`config.mk`:
```
export PLATFORM = sky130hd
export DESIGN_NAME = pc_unit
export DESIGN_NICKNAME = d
export VERILOG_FILES = /design/src/rtl/pc_pkg.sv /design/src/rtl/pc_ras.sv /design/src/rtl/pc_unit.sv
export SDC_FILE = /design/constraint.sdc
export NUM_CORES = 1
export LEC_CHECK = 0
export ABC_AREA = 1
export CAP_MARGIN = 30
export CORE_MARGIN = 2
export CORE_UTILIZATION = 60
export CTS_BUF_LIST = sky130_fd_sc_hd__clkbuf_8
export CTS_CLUSTER_SIZE = 14
export DETAILED_ROUTE_END_ITERATION = 16
export DONT_BUFFER_PORTS = 1
export GPL_TIMING_DRIVEN = 0
export MAX_ROUTING_LAYER = met4
export PLACE_DENSITY = 0.76
export SYNTH_ARGS = -nofsm -noshare
export SYNTH_HDL_FRONTEND = slang
export SYNTH_SLANG_ARGS = --single-unit
```
`constraint.sdc`:
```
create_clock -name clk -period 4.7 [get_ports clk]
set_input_delay 0.47 -clock clk [delete_from_list [all_inputs] [get_ports clk]]
set_output_delay 0.47 -clock clk [all_outputs]
set_load 0.005 [all_outputs]
```
`src/rtl/pc_pkg.sv`:
```
`default_nettype none
// ============================================================================
//  Module   : pc_pkg
//  Purpose  : Shared next-PC select encoding and instruction size for pc_unit
//  Revision : 1.0
// ============================================================================
package pc_pkg;

    typedef enum logic [1:0] {
        PC_SEQ = 2'd0,
        PC_BR  = 2'd1,
        PC_J   = 2'd2,
        PC_REG = 2'd3
    } pc_src_e;

    localparam int unsigned INSTR_BYTES = 4;

endpackage
`default_nettype wire

```
`src/rtl/pc_ras.sv`:
```
`default_nettype none
// ============================================================================
//  Module   : pc_ras
//  Purpose  : Circular return-address stack with overflow/underflow flags
//  Revision : 1.0
// ============================================================================
module pc_ras #(
    parameter int WIDTH     = 32,
    parameter int RAS_DEPTH = 4
) (
    input  logic             clk,
    input  logic             reset,
    input  logic             push,
    input  logic             pop,
    input  logic [WIDTH-1:0] push_data,
    output logic [WIDTH-1:0] top,
    output logic             empty,
    output logic             full,
    output logic             ovf,
    output logic             unf
);

    localparam int PTR_W = $clog2(RAS_DEPTH);
    localparam int CNT_W = PTR_W + 1;

    logic [WIDTH-1:0] r_mem [RAS_DEPTH];
    logic [PTR_W-1:0] r_ptr;
    logic [CNT_W-1:0] r_cnt;
    logic             r_ovf;
    logic             r_unf;

    logic [PTR_W-1:0] w_top_idx;
    logic [PTR_W-1:0] w_wr_idx;

    // r_ptr names the next free slot; the top entry sits just below it.
    assign w_top_idx = r_ptr - PTR_W'(1);
    assign top       = r_mem[w_top_idx];
    assign empty     = (r_cnt == '0);
    assign full      = (r_cnt == CNT_W'(RAS_DEPTH));
    assign ovf       = r_ovf;
    assign unf       = r_unf;

    // A push paired with a pop on a live stack replaces the top in place.
    always_comb begin
        w_wr_idx = r_ptr;
        if (push && pop && !empty) begin
            w_wr_idx = w_top_idx;
        end
    end

    always_ff @(posedge clk) begin
        if (push) begin
            r_mem[w_wr_idx] <= push_data;
        end
    end

    always_ff @(posedge clk) begin
        if (reset) begin
            r_ptr <= '0;
            r_cnt <= '0;
            r_ovf <= 1'b0;
            r_unf <= 1'b0;
        end else begin
            r_unf <= pop && empty;
            if (push && pop) begin
                if (empty) begin
                    r_ptr <= r_ptr + PTR_W'(1);
                    r_cnt <= CNT_W'(1);
                end
            end else if (push) begin
                r_ptr <= r_ptr + PTR_W'(1);
                if (full) begin
                    r_ovf <= 1'b1;
                end else begin
                    r_cnt <= r_cnt + CNT_W'(1);
                end
            end else if (pop && !empty) begin
                r_ptr <= w_top_idx;
                r_cnt <= r_cnt - CNT_W'(1);
            end
        end
    end

endmodule
`default_nettype wire

```
`src/rtl/pc_unit.sv`:
```
`default_nettype none
// ============================================================================
//  Module   : pc_unit
//  Purpose  : Program counter with next-PC mux and return-address stack
//  Revision : 1.0
// ============================================================================
module pc_unit
    import pc_pkg::*;
#(
    parameter int               WIDTH     = 32,
    parameter logic [WIDTH-1:0] RESET_VEC = '0,
    parameter int               RAS_DEPTH = 4
) (
    input  logic             clk,
    input  logic             reset,
    input  logic             PCWre,
    input  logic [1:0]       PCSrc,
    input  logic [WIDTH-1:0] br_off,
    input  logic [25:0]      j_idx,
    input  logic [WIDTH-1:0] rs_val,
    input  logic             call,
    input  logic             ret,
    output logic [WIDTH-1:0] PCOut,
    output logic [WIDTH-1:0] PCPlus4,
    output logic             ras_empty,
    output logic             ras_full,
    output logic             ras_ovf,
    output logic             ras_unf
);

    logic [WIDTH-1:0] r_pc;
    logic [WIDTH-1:0] w_plus4;
    logic [WIDTH-1:0] w_jump;
    logic [WIDTH-1:0] w_target;
    logic [WIDTH-1:0] w_ras_top;
    logic             w_push;
    logic             w_pop;
    pc_src_e          w_src;

    assign w_plus4 = r_pc + WIDTH'(INSTR_BYTES);
    assign w_src   = pc_src_e'(PCSrc);
    assign w_push  = PCWre && call;
    assign w_pop   = PCWre && ret;
    assign PCOut   = r_pc;
    assign PCPlus4 = w_plus4;

    if (WIDTH > 28) begin : g_jump_wide
        assign w_jump = {w_plus4[WIDTH-1:28], j_idx, 2'b00};
    end else begin : g_jump_narrow
        assign w_jump = {j_idx, 2'b00};
    end

    // A return overrides PCSrc; on an empty stack it falls back to rs_val.
    always_comb begin
        w_target = w_plus4;
        if (ret) begin
            w_target = ras_empty ? rs_val : w_ras_top;
        end else begin
            case (w_src)
                PC_SEQ:  w_target = w_plus4;
                PC_BR:   w_target = w_plus4 + (br_off << 2);
                PC_J:    w_target = w_jump;
                PC_REG:  w_target = rs_val;
                default: w_target = w_plus4;
            endcase
        end
    end

    always_ff @(posedge clk) begin
        if (reset) begin
            r_pc <= RESET_VEC;
        end else if (PCWre) begin
            r_pc <= w_target;
        end
    end

    pc_ras #(
        .WIDTH     (WIDTH),
        .RAS_DEPTH (RAS_DEPTH)
    ) u_ras (
        .clk       (clk),
        .reset     (reset),
        .push      (w_push),
        .pop       (w_pop),
        .push_data (w_plus4),
        .top       (w_ras_top),
        .empty     (ras_empty),
        .full      (ras_full),
        .ovf       (ras_ovf),
        .unf       (ras_unf)
    );

endmodule
`default_nettype wire
```
**Word level (Yosys, flattened, before mapping)**

Memory sizes are Yosys's and may differ from the RTL's.
Index checks and enable logic that the tools add are counted.

- Muxes and demuxes: 15
- Add/sub/neg operators: 6
- Reduce and logical (&&, ||, !) cells: 13
- Bitwise logic cells: 1
- Eq/ne operators: 6

Operators by type and width:

| cell | number |
|---|---|
| one-hot mux 32 bit (4 select lines) | 1 |
| 2-to-1 mux 32 bit | 2 |
| adder 32 x 3 -> 32 bit (second input constant) | 1 |
| adder 32 bit | 1 |
| 2-to-1 mux 3 bit | 5 |
| 2-to-1 mux 2 bit | 5 |
| logical AND 1 bit | 6 |
| AND reduction 3 bit | 2 |
| equality test 2 bit (second input constant) | 2 |
| adder 3 x 1 -> 3 bit (second input constant) | 1 |
| equality test 3 bit (second input constant) | 1 |
| zero test 3 bit | 1 |
| inequality test 3 bit (second input constant) | 1 |
| nonzero test 3 bit | 1 |
| subtractor 3 x 1 -> 3 bit (second input constant) | 1 |
| adder 2 x 1 -> 2 bit (second input constant) | 1 |
| equality test 2 x 1 -> 1 bit (second input constant) | 1 |
| zero test 2 bit | 1 |
| 2-to-1 mux 1 bit | 2 |
| inequality test 2 bit (second input constant) | 1 |
| AND reduction 2 bit | 1 |
| subtractor 2 x 1 -> 2 bit (second input constant) | 1 |
| zero test 1 bit | 1 |
| NOT 1 bit | 1 |

- Bits in registers: 39
- Memory bits (writable): 128
- Memories kept: 1

Memory list:

| memory | depth | bits a word | rd ports | clocked after Yosys merged registers in | write ports | line | source |
|---|---|---|---|---|---|---|---|
| u_ras.r_mem | 4 | 32 | 1 | 0 | 1 | pc_ras.sv:26 | `logic [WIDTH-1:0] r_mem [RAS_DEPTH];` |

**Longest topological paths before layout**

Gate-level depths: netlist of run 1.

- Depth after elaboration: 6
- Gate-level depth with buffers: 24
- Depth with buffers taken out: 24

**By module**

Synthesis of run 1 repeated with hierarchy kept, for this count alone.

- Cells, all modules: 1383
- Area total of the unflattened synthesis: 10682.7 sq um

Modules (own cells, without submodules):

| module | cells an instance | instances | area each (sq um) |
|---|---|---|---|
| pc_ras | 417 | 1 | 5342.6 |
| pc_unit | 966 | 1 | 5340.1 |

**Worst setup path after synthesis of run 1**

OpenSTA, ideal clock, no wires.

- Path kind: input to register
- Start: input port ret
- End: memory u_ras.r_mem[2][0] (enable)
- Required time: 4279 ps
- Arrival: 2833 ps
- Setup time: 421 ps
- Path buffers: 1
- Stages on the path: 8
- Path slack: 1446 ps
- Cell sequence: clkbuf_1 inv_1 nor2_1 nand2_1 nand2_1 o21ai_0 or2_2 nor2_1

- Longest elaborated chain between the ends: 4

RTL lines:

| element | line | source |
|---|---|---|
| from (decl) | pc_unit.sv:22 | `input logic ret,` |
| logical AND 1 bit | pc_unit.sv:43 | `assign w_pop = PCWre && ret;` |
| logical AND 1 bit (2 in a row) | pc_ras.sv:46 | `if (push && pop && !empty) begin` |
| 2-to-1 mux 2 bit | pc_ras.sv:46 |  |
| to (decl) | pc_ras.sv:26 |  |

Every way passes these cells.

**Final worst setup path of run 1**

- Start: register r_pc[2], in the netlist PCOut[2]
- End: register r_pc[29], in the netlist PCOut[29]

- Longest elaborated chain between the ends: 4

RTL lines:

| element | line | source |
|---|---|---|
| from (decl) | pc_unit.sv:31 | `logic [WIDTH-1:0] r_pc;` |
| from (signal assigned) | pc_unit.sv:73 | `r_pc <= w_target;` |
| adder 32 x 3 -> 32 bit | pc_unit.sv:40 | `assign w_plus4 = r_pc + WIDTH'(INSTR_BYTES);` |
| named net PCPlus4[8] | pc_unit.sv:24 | `output logic [WIDTH-1:0] PCPlus4,` |
| adder 32 bit | pc_unit.sv:61 | `PC_BR: w_target = w_plus4 + (br_off << 2);` |
| one-hot mux 32 bit (4 select lines) | pc_unit.sv:59 | `case (w_src)` |
| 2-to-1 mux 32 bit | pc_unit.sv:56 | `if (ret) begin` |

The timed path passes the listed nets, and every way through them passes these cells.
A chain may end at the register's enable or synchronous reset.

==> results.json, run 1 <==
{
  "outcome": "finished, final reports clean",
  "timing.final.crit_share": 0.8970,
  "synth.largest_area_cell": "edfxtp_1",
  "ys_ff_latch": 167,
  "ant_nets": 0,
  "tns_ns": 0,
  "ys_types": 45,
  "critPathLaunchType": "flop",
  "r2r_cells": 20,
  "place_area_sq_um": 10840,
  "rsz0062_at_grt": "false",
  "pre_cts_ws_ns": 0.6763,
  "async_flop_share": 0,
  "syn_area_per_cell_sq_um": 7.819,
  "syn_inst": 1330,
  "finClkSkew_ns": 0.01907,
  "report.final.slew_viol_count": 0,
  "routed_wl_um": 37380,
  "hpwlAfterDp_um": 28730,
  "cts_resized": 0,
  "area_delta_synth_final_pct": 8.218,
  "place_inst": 1560,
  "p_switching_mw": 1.377,
  "critPathRequiredTime_ns": 5.12,
  "maxSlewHeadroom": 0.2894,
  "worst_slew_pin_slew_ns": 1.058,
  "fin_util": 0.6575,
  "drt_iter0_drc": 1232,
  "setup_viol_count_final": 0,
  "hold_slack_ns": 0.02815,
  "netlist_area_sq_um": 10400,
  "synth_seq_area_share": 0.4447,
  "place.gp.congestion": 1.048,
  "cts_setup_buffers": 0,
  "grt_overflow": 0,
  "die_area_sq_um": 18400,
  "synth_common_cells": "nand2_1, inv_1, edfxtp_1, nor2_1, o21ai_0",
  "final_hold_viol_count": 0,
  "synth_fp_nets": 1463,
  "cp_max_fo": 7,
  "initial_utilization": 0.6075,
  "slowest_stage": "xor2_1",
  "timing.fmax_mhz": 237.2,
  "path_clk_slew_ns": 0.10,
  "power_frac_comb": 0.256,
  "io_pins": 165,
  "firstDrtPassIters": 6,
  "setup_ws_ns": 0.4839,
  "synth_top_area_frac": 0.3696,
  "rows": 48,
  "layout.cells.non_filler": 1593,
  "num_vias": 10080,
  "synth_edf_count": 128,
  "powerDensity_nw_per_um2": 344.3,
  "h-tree-depth": 4,
  "root_buffer": "clkbuf_8",
  "grt_pass1_vias": 9283,
  "grt_max_degree": 29,
  "end_kind": "flop",
  "irDropWorstVdd_mv": 0.2049,
  "maxCapViolCount": 0,
  "cts_buffers": 17,
  "pwr-share-clk": 0.291,
  "synthFlopType": "edfxtp_1",
  "path_delay_family": "simple AND/OR/NAND/NOR gates",
  "regArea_sq_um": 4624,
  "placement.io_buffers": 0,
  "crit_chain": "ha_1 > nand2_1 > nor2_2 > inv_2 > nor2_4 > xor2_1 > ha_1 > nand2_1 > inv_1 > a21oi_1 > nand2_1 > nand2_1 > nand2_1 > nand2_1 > nand2_1 > nand2_1 > nand3_1 > nand3_1 > nand2_1 > a21oi_1",
  "clkLatencyLatePin_ns": 0.50,
  "multi_input_area_sq_um": 5044,
  "track_usage": 0.4180,
  "yosysWarnings": 0,
  "max_stage_delay_ns": 0.72,
  "nets": 1487,
  "fp.dieH_um": 135.7,
  "cp.depth": 20,
  "drive_gt1_frac": 0.07315,
  "ys_top_cells_by_area": "edfxtp_1, nand2_1, dfxtp_1",
  "drc": 0,
  "power_mw": 3.874,
  "worst_ep_arrival_time_ns": 4.64,
  "path_class": "reg -> reg",
  "core_sq_um": 17120,
  "holdPathStages": 1,
  "drt-wirelength-per-cell_um": 23.46,
  "pwr-share-seq": 0.453,
  "cts_max_path_buffers": 2,
  "fillerInstances": 1489,
  "period_minus_slack_ns": 4.216,
  "fin_area_sq_um": 11250,
  "cts_sinks": 167,
  "antenna_found_initial": 1,
  "p_leak_nw": 4.720,
  "intPower_mw": 2.497,
  "cts_tree": "done",
  "cp_num_buf_inv": 2,
  "synth.most_common_cell": "nand2_1",
  "die_w_um": 135.7,
  "p_sw_frac": 0.3555,
  "vias_per_cell": 6.328,
  "grt_pass1_wl_um": 54340,
  "cpMostUsedCell": "nand2_1",
  "hold_class": "in -> reg",
  "postCtsHoldBufs": 0
}
## state kept, by name, summed over array words and instances, names as in the netlist
name / flops
u_ras.ovf: 1
u_ras.unf: 1
u_ras.r_cnt: 3
u_ras.r_ptr: 2
u_ras.r_mem: 128
PCOut: 32
## worst reg2reg max path, stage by stage, from the launching register on
cell and delay, ns:
dfxtp_1 0.45, ha_1 0.29, nand2_1 0.11, nor2_2 0.30, inv_2 0.11, nor2_4 0.19, xor2_1 0.72, ha_1 0.44
nand2_1 0.11, inv_1 0.07, a21oi_1 0.14, nand2_1 0.13, nand2_1 0.08, nand2_1 0.15, nand2_1 0.15, nand2_1 0.07
nand2_1 0.06, nand3_1 0.19, nand3_1 0.14, nand2_1 0.07, a21oi_1 0.17
## final timing paths
check,end,slack (ns),start
worst max-delay path,PCOut[29]$_SDFFE_PP0P_,0.48,PCOut[2]$_SDFFE_PP0P_
worst min-delay path,u_ras.r_cnt[1]$_SDFFE_PP0P_,0.03,reset
worst max register to register,PCOut[29]$_SDFFE_PP0P_,0.48,PCOut[2]$_SDFFE_PP0P_
worst min register to register,u_ras.r_cnt[0]$_SDFFE_PP0P_,0.55,u_ras.r_cnt[0]$_SDFFE_PP0P_
## power groups by stage
stage / clock, mW / sequential, mW / combinational [mW]
3_3_place_gp: 0 / 1.79 / 0.911
4_1_cts: 1.10 / 1.75 / 0.959
6_report: 1.13 / 1.76 / 0.990
3_5_place_dp: 0 / 1.79 / 0.951
2_1_floorplan: 0 / 1.76 / 0.644
5_1_grt: 1.15 / 1.76 / 1.08
## kinds of logic (layout without fill, tap and decap cells)
kind of cell,count (synthesis),after routing,share of synthesized area
buffers and inverters,195,232,0.07316
DFF,167,167,0.4447
adders and majority gates,36,36,0.04476
other,0,1,0
AOI/OAI and AO/OA,293,293,0.1659
xor gates and xnor gates,24,24,0.02094
and+or+nand+nor,613,613,0.2485
muxes,2,2,0.002045
## layout make-up
cell class / instances / area share
multi-input cells: 968 / 0.4482
flip-flops and latches: 167 / 0.4109
inverters: 144 / 0.04814
well taps: 225 / 0.02502
clock buffers: 17 / 0.02079
plain buffers: 51 / 0.01946
clock inverters: 15 / 0.01568
repair buffers: 5 / 0.01156
diodes: 1 / 0.0002224
## cells in the final DEF (no fill, tap or decap), drive strengths merged, types with 34 or more instances in the layout
| cell | n |
|---|---|
| o21ai | 116 |
| ha | 34 |
| nor2 | 138 |
| inv | 148 |
| nand3 | 54 |
| edfxtp | 128 |
| clkbuf | 50 |
| nand2 | 377 |
| dfxtp | 39 |
| a21oi | 74 |
## routing by layer
metal  vias to the layer above  wire, um  track usage
li1                       4582         -            -
met1                      4651     13960       0.5392
met2                       739     16640       0.6246
met3                       108      5456       0.1261
met4                         0      1323       0.1551
met5                         -         0            -
Note: power is estimated with default switching activity, not from simulation.
==> run 2: changes to the inputs <==
--- a/config.mk
+++ b/config.mk
@@ -15,7 +15,7 @@
 export DONT_BUFFER_PORTS = 1
 export GPL_TIMING_DRIVEN = 0
 export MAX_ROUTING_LAYER = met4
-export PLACE_DENSITY = 0.76
+export PLACE_DENSITY = 0.8
 export SYNTH_ARGS = -nofsm -noshare
 export SYNTH_HDL_FRONTEND = slang
 export SYNTH_SLANG_ARGS = --single-unit
==> results.json, run 2 (synthesis results as in run 1) <==
{
  "routed_wl_um": 37200,
  "max_stage_delay_ns": 0.70,
  "track_usage": 0.4171,
  "hpwlAfterDp_um": 28790,
  "cts_resized": 0,
  "cts_max_path_buffers": 2,
  "path_class": "reg -> reg",
  "report.final.slew_viol_count": 0,
  "path_delay_family": "simple AND/OR/NAND/NOR gates",
  "cts_buffers": 17,
  "worst_ep_arrival_time_ns": 4.67,
  "powerDensity_nw_per_um2": 342.3,
  "r2r_cells": 20,
  "place.gp.congestion": 1.022,
  "drt-wirelength-per-cell_um": 23.36,
  "area_delta_synth_final_pct": 8.037,
  "grt_pass1_wl_um": 54280,
  "nets": 1486,
  "layout_commonest_cell": "nand2_1",
  "fin_util": 0.6564,
  "die_area_sq_um": 18400,
  "grt_overflow": 0,
  "ant_nets": 0,
  "placement.io_buffers": 0,
  "layout.cells.non_filler": 1592,
  "p_leak_nw": 4.709,
  "outcome": "finished, final reports clean",
  "power_mw": 3.846,
  "place_inst": 1559,
  "fp.dieH_um": 135.7,
  "end_kind": "flop",
  "cpMostUsedCell": "nand2_1",
  "largest_reg_flops": 128,
  "grt_max_degree": 22,
  "postCtsHoldBufs": 0,
  "timing.fmax_mhz": 236.0,
  "crit-reg2reg-launch": "PCOut[3]$_SDFFE_PP0P_",
  "drt_iter0_drc": 1267,
  "irDropWorstVdd_mv": 0.1940,
  "die_w_um": 135.7,
  "final_cell_mix": "nand2_1, inv_1, edfxtp_1",
  "cts_tree": "done",
  "min_from": "reset",
  "cp_max_fo": 7,
  "initial_utilization": 0.6075,
  "startpoint": "PCOut[3]$_SDFFE_PP0P_",
  "rsz0062_at_grt": "false",
  "io_pins": 165,
  "h-tree-depth": 4,
  "tns_ns": 0,
  "cp_num_buf_inv": 2,
  "core_sq_um": 17120,
  "slowest_stage": "xor2_1",
  "maxCapViolCount": 0,
  "grt_pass1_vias": 9205,
  "path_clk_slew_ns": 0.11,
  "period_minus_slack_ns": 4.238,
  "vias_per_cell": 6.273,
  "clkLatencyLatePin_ns": 0.49,
  "antenna_found_initial": 1,
  "regMostFlops": "u_ras.r_mem",
  "holdPathStages": 1,
  "firstDrtPassIters": 6,
  "worst_slew_pin_slew_ns": 0.9590,
  "num_vias": 9986,
  "root_buffer": "clkbuf_8",
  "hold_class": "in -> reg",
  "finClkSkew_ns": 0.01591,
  "cts_sinks": 167,
  "maxSlewHeadroom": 0.3585,
  "rows": 48,
  "r2r_setup_slack_ns": 0.46,
  "drive_gt1_frac": 0.07467,
  "drc": 0,
  "hold_path_end": "u_ras.r_cnt[1]$_SDFFE_PP0P_",
  "r2r-end": "PCOut[29]$_SDFFE_PP0P_",
  "cts_setup_buffers": 0,
  "critPathRequiredTime_ns": 5.13,
  "crit_chain": "ha_1 > nand2_1 > nor2_2 > inv_2 > nor2_4 > xor2_1 > ha_1 > nand2_1 > inv_1 > a21oi_1 > nand2_1 > nand2_1 > nand2_1 > nand2_1 > nand2_1 > nand2_1 > nand3_1 > nand3_1 > nand2_1 > a21oi_1",
  "fillerInstances": 1505,
  "critPathLaunchType": "flop",
  "final_hold_viol_count": 0,
  "timing.final.crit_share": 0.9017,
  "setup_viol_count_final": 0
}
[run 2: cell count changes in the layout (fill, tap and decap cells not counted)]
cell	previous run	this run
inv_8	1	7
inv_1	136	133
bufinv_16	3	1
clkinv_8	0	2
inv_6	4	2
buf_12	1	0
clkinv_4	1	0
clkinvlp_4	2	1
inv_4	0	1
[run 2: cell type report]
type | count | area (sq um) | area share
clock inverter | 15 | 177.7 | 0.01581
antenna | 1 | 2.502 | 0.0002227
sequential | 167 | 4624 | 0.4116
clock buffer | 17 | 234.0 | 0.02083
tap | 225 | 281.5 | 0.02506
multi-input combinational | 968 | 5044 | 0.4489
buffer | 51 | 219.0 | 0.01949
timing repair buffer | 4 | 110.1 | 0.009801
inverter | 144 | 541.8 | 0.04822
[run 2: layer usage]
| metal | share of wire | track usage |
|---|---|---|
| met1 | 0.38 | 0.5325 |
| met2 | 0.44 | 0.6111 |
| met3 | 0.14 | 0.1422 |
| met4 | 0.042 | 0.1672 |
| met5 | 0 | - |
[run 2: through the flow]
step	hold WS (ns)	setup WS, ns	cell area, sq um
after floorplan	0.4650	1.446	10400
after global placement	0.5005	0.1603	10680
after detailed placement	0.5253	0.7240	10820
after CTS	0.03034	0.6859	11230
after global routing	0.02057	0.3326	11230
final	0.03244	0.4621	11230
[run 2: power by group]
part | total, mW | leakage, nW | switching, mW | internal, mW
Combinational | 0.991 | 2.99 | 0.710 | 0.281
Clock | 1.10 | 0.210 | 0.645 | 0.454
Sequential | 1.76 | 1.51 | 0.0720 | 1.68
[run 2: worst reg2reg max path, stage by stage, from the launching register on]
cell	delay, ns
dfxtp_1	0.46
ha_1	0.30
nand2_1	0.12
nor2_2	0.32
inv_2	0.12
nor2_4	0.20
xor2_1	0.70
ha_1	0.45
nand2_1	0.11
inv_1	0.07
a21oi_1	0.15
nand2_1	0.13
nand2_1	0.08
nand2_1	0.17
nand2_1	0.15
nand2_1	0.06
nand2_1	0.06
nand3_1	0.19
nand3_1	0.15
nand2_1	0.07
a21oi_1	0.13
[run 2: worst max-delay path by stage]
| stage | cells after the start | end |
|---|---|---|
| 3_3_place_gp | 8 | u_ras.r_mem[3][22]$_DFFE_PP_ |
| 5_1_grt | 20 | PCOut[29]$_SDFFE_PP0P_ |
| 4_1_cts | 17 | PCOut[15]$_SDFFE_PP0P_ |
| 2_1_floorplan | 8 | u_ras.r_mem[2][0]$_DFFE_PP_ |
| 6_report | 20 | PCOut[29]$_SDFFE_PP0P_ |
| 3_5_place_dp | 17 | PCOut[15]$_SDFFE_PP0P_ |
==> run 3: changes to the inputs <==
--- a/config.mk
+++ b/config.mk
@@ -16,6 +16,7 @@
 export GPL_TIMING_DRIVEN = 0
 export MAX_ROUTING_LAYER = met4
 export PLACE_DENSITY = 0.8
+export SETUP_SLACK_MARGIN = 0.2
 export SYNTH_ARGS = -nofsm -noshare
 export SYNTH_HDL_FRONTEND = slang
 export SYNTH_SLANG_ARGS = --single-unit
==> results of run 3 <==
Final layout, timing and power as in run 2 (identical DEF).
